## src/rtl/cpu_datapath_pkg.sv

```systemverilog
// cpu_datapath_pkg: shared widths, opcode and phase encodings for the CPU datapath
package cpu_datapath_pkg;
  localparam int DWIDTH = 8;
  localparam int AWIDTH = 5;
  typedef enum logic [2:0] {HLT, SKZ, ADD, AND, XOR, LDA, STO, JMP} opcodeT;
  typedef enum logic [2:0] {
    INST_ADDR, INST_FETCH, INST_LOAD, IDLE, OP_ADDR, OP_FETCH, ALU_OP, STORE
  } stateT;
endpackage

```

## src/rtl/cpu_alu.sv

```systemverilog
// cpu_alu: combinational ALU selecting the next accumulator value by opcode
module cpu_alu
  import cpu_datapath_pkg::*;
#(
  parameter int DWIDTH = cpu_datapath_pkg::DWIDTH
) (
  input  opcodeT            opcode,
  input  logic [DWIDTH-1:0] ac,
  input  logic [DWIDTH-1:0] data_in,
  output logic [DWIDTH-1:0] result
);
  always_comb begin
    result = opcode == ADD ? ac + data_in :
             opcode == AND ? ac & data_in :
             opcode == XOR ? ac ^ data_in :
             opcode == LDA ? data_in : ac;
  end
endmodule

```

## src/rtl/cpu_datapath.sv

```systemverilog
// cpu_datapath: PC/IR/AC registers, ALU and address mux driven by controller strobes
module cpu_datapath
  import cpu_datapath_pkg::*;
#(
  parameter int DWIDTH = cpu_datapath_pkg::DWIDTH,
  parameter int AWIDTH = cpu_datapath_pkg::AWIDTH
) (
  input  logic              clk,
  input  logic              rst,
  input  logic              loadAc,
  input  logic              loadIr,
  input  logic              incPc,
  input  logic              loadPc,
  input  logic              halt,
  input  logic [DWIDTH-1:0] data_in,
  output opcodeT            opcode,
  output logic              zero,
  output logic [AWIDTH-1:0] mem_addr,
  output logic [DWIDTH-1:0] data_out,
  output logic [AWIDTH-1:0] pc,
  output logic              fetch,
  output logic              halted
);
  if (DWIDTH != 3 + AWIDTH) begin : g_width_check
    $error("cpu_datapath: DWIDTH must equal 3 + AWIDTH");
  end
  logic [DWIDTH-1:0] ir, ac, alu_result;
  stateT             phase;
  logic              run;
  // a halt request freezes state on the very edge it arrives, dropping its companion incPc
  assign run      = !halted && !halt;
  assign opcode   = opcodeT'(ir[DWIDTH-1:AWIDTH]);
  assign zero     = ac == '0;
  assign fetch    = phase < OP_ADDR;
  assign mem_addr = fetch ? pc : ir[AWIDTH-1:0];
  assign data_out = ac;
  cpu_alu #(.DWIDTH(DWIDTH)) u_alu (
    .opcode (opcode),
    .ac     (ac),
    .data_in(data_in),
    .result (alu_result)
  );
  always_ff @(posedge clk or posedge rst) begin
    if (rst) begin
      pc     <= '0;
      ir     <= '0;
      ac     <= '0;
      phase  <= INST_ADDR;
      halted <= 1'b0;
    end else begin
      if (halt) halted <= 1'b1;
      if (run) begin
        phase <= stateT'(phase + 3'd1);
        if (loadIr) ir <= data_in;
        // the STORE-phase loadAc would reapply ADD/AND/XOR, so only ALU_OP captures
        if (loadAc && phase == ALU_OP) ac <= alu_result;
        if (loadPc) pc <= ir[AWIDTH-1:0];
        else if (incPc) pc <= pc + AWIDTH'(1);
      end
    end
  end
endmodule

```

## config.mk

```make
export PLATFORM = sky130hd
export DESIGN_NAME = cpu_datapath
export DESIGN_NICKNAME = d
export VERILOG_FILES = /design/src/rtl/cpu_datapath_pkg.sv /design/src/rtl/cpu_alu.sv /design/src/rtl/cpu_datapath.sv
export SDC_FILE = /design/constraint.sdc
export NUM_CORES = 1
export LEC_CHECK = 0
export CORE_ASPECT_RATIO = 1.25
export CORE_MARGIN = 1
export CORE_UTILIZATION = 55
export DETAILED_ROUTE_END_ITERATION = 10
export PLACE_DENSITY = 0.85
export RECOVER_POWER = 50
export REMOVE_ABC_BUFFERS = 1
export SLEW_MARGIN = 20
export SYNTH_ARGS = -nofsm -noshare
export SYNTH_HDL_FRONTEND = slang
export SYNTH_SLANG_ARGS = --single-unit
```

## constraint.sdc

```tcl
create_clock -name clk -period 2.7 [get_ports clk]
set_input_delay 0.54 -clock clk [delete_from_list [all_inputs] [get_ports clk]]
set_output_delay 0.54 -clock clk [all_outputs]
set_load 0.01 [all_outputs]
```

==> out/qor.yml <==
start_util_pct: 58.3
gp_congestion: 0.862
setup.worst_path.end_class: "output pin"
required_ns: 2.16
yosysWarningCount: 0
gr-usage-all-layers_pct: 25.8
dieArea_mm2: 0.00368
max_freq_mhz: 407
status: "completed"
post_synth_num_cell_types: 46
insertion_delay_ns: 0.27
crit_arrival_ns: 1.92
grt_max_degree: 26
routed_wl_mm: 4.24
startpoint_type: "flip-flop"
ir_drop_v: 0.000344
grt_pass1_wl_mm: 6.92
ctsLongestPathBuffers: 2
numCtsBuffers: 3
fin_skew_ns: 0.00858
layout_common_cells: "34 x clkdlybuf4s50_1, 25 x dfrtp_1, 17 x nand2_1, 15 x a21oi_1, 14 x mux2_2"
synth_edf_count: 0
pin_count: 39
fp.dieH_um: 67.6
cts_tree: "done"
finalCritPeriodShare_pct: 91.1
viasPerCell: 6.06
synth_area_leader_cell: "dfrtp_1"
syn_to_final_growth_pct: 22.0
syn_inst: 200
power_uw: 908
cts_resized: 0
fin_ws_ns: 0.240
overflow: 0
setup-violations-final: 0
htreeDepth: 1
cp_cell_sequence: "or4_1, nor2_1, clkdlybuf4s50_1"
wl_per_cell_um: 15.6
fin_crit_ns: 2.46
synth_top_area_share_pct: 33.0
core_area_mm2: 0.00325
syn_area_mm2: 0.00189
drt_pass1_iterations: 6
timing.hold.ws_ns: 0.541
path_clk_slew_ns: 0.09
n_antenna_cell: 0
p_leak_nw: 0.995
post-place-ws_ns: 0.134
antenna_found_initial: 0
cts_root_buf: "clkbuf_8"
maxCapViolCount: 0
rsz0062_at_grt: "no"
finalSetupTns_ns: 0
vias: 1647
max-slew-margin-rel_pct: 8.04
drv_slew: 0
fin_nets: 263
portBuffers: 38
ys_top_cells_by_area: "dfrtp_1 33%, mux2_2 8.3%, ha_1 7.3%"
hold_viol: 0
setup.worst_path.class: "reg2out"
place_hpwl_mm: 3.15
post_cts_buffers: 0
drt-initial-drc-count: 31
power_density_mw_per_mm2: 393
postSynth.asyncResetShare_pct: 100
synth-seq-cells: 25
layout-drive-gt1-share_pct: 13.2
avgSynthCellArea_um2: 9.47
clock-sinks: 25
hp-class: "reg2reg"
crit_fanout: 4
tightest_slew_ns: 1.38
num_rows: 23
drcViolationCount: 0
final_common_cell: "clkdlybuf4s50_1"
synth-seq-area-share_pct: 33.0
die_width_um: 54.5
fillers: 264
ys.flop_type: "dfrtp_1"
slowest_delay_ns: 0.55
grt_pass1_vias: 1520
cp_slowest_cell: "or4_1"
ant_nets: 0
hold_buffers: 0
## through the flow
step	utilization, %	cell area, µm²	cells
2_1_floorplan	-	1810	188
3_3_place_gp	70.0	2280	268
3_5_place_dp	70.0	2280	268
4_1_cts	71.4	2320	272
5_1_grt	71.1	2310	272
6_report	71.1	2310	272
## layout make-up
cell class / instances / area [µm²] / area share [%]
multi-input combinational: 152 / 1140 / 49.3
tap: 37 / 46.3 / 2.00
inverter: 11 / 41.3 / 1.79
timing repair buffer: 43 / 414 / 17.9
clock buffer: 4 / 45.0 / 1.95
sequential: 25 / 626 / 27.1
## critical path: cells and delay by family, from the launching register on
kind,cells,cell delay [ns]
AND/OR/NAND/NOR,2,0.68
flip-flops,1,0.43
buffers and inverters,1,0.54
## path summary, 6_finish.rpt
path                              from     to  slack (ns)  cells after the start
setup / recovery           data_out[3]   zero        0.24                      3
hold / removal                   ir[3]  ir[3]        0.54                      1
setup reg to reg                halted  ir[5]        0.70                      3
hold reg to reg                  ir[3]  ir[3]        0.54                      1
max in group asynchronous          rst  ir[1]        0.72                      3
min in group asynchronous          rst  pc[1]        1.17                      3
## sequential cells by signal (all words and copies together), names as in the netlist
| name | flops |
|---|---|
| data_out | 8 |
| halted | 1 |
| ir | 8 |
| pc | 5 |
| phase | 3 |
## layer usage
layer / global-route usage, % / wire length (µm) / up-vias
met1: 31.4 / 1860 / 796
met5: 0 / 0 / -
met4: 11.2 / 59 / 0
met2: 45.1 / 2140 / 56
li1: - / - / 789
met3: 2.03 / 183 / 6
## logic make-up after synthesis
kind of cell | share of synthesized area [%]
adder cells (fa/ha/maj) | 8.32
AND/OR/NAND/NOR | 16.2
flip-flops | 33.0
multiplexers | 13.3
AO/OA/AOI/OAI | 19.8
XOR/XNOR | 2.84
buffers and inverters | 6.47
## report_power, final
| group | switching [mW] | total (mW) | internal, mW |
|---|---|---|---|
| Combinational | 0.112 | 0.244 | 0.131 |
| Sequential | 0.0406 | 0.437 | 0.397 |
| Clock | 0.122 | 0.227 | 0.106 |
| Total | 0.275 | 0.908 | 0.634 |
## synthesized netlist by cell type, types with 2 or more instances
library cell  instances
a211oi_1              2
a21o_1                3
a21oi_1              15
a221oi_1              5
a31oi_1               3
a32oi_1               2
buf_2                 5
buf_4                 4
buf_6                 2
dfrtp_1              25
ha_1                 11
inv_1                10
mux2_2               14
mux2i_1               8
nand2_1              17
nand2b_1              4
nand3_1               4
nor2_1               10
nor2_4                2
nor2b_1               2
nor3_1                4
nor3b_1               2
o21ai_0              11
o21ai_1               9
o311ai_1              2
or4_1                 2
xnor2_1               3
No activity file was read; power rests on OpenSTA's default activity.
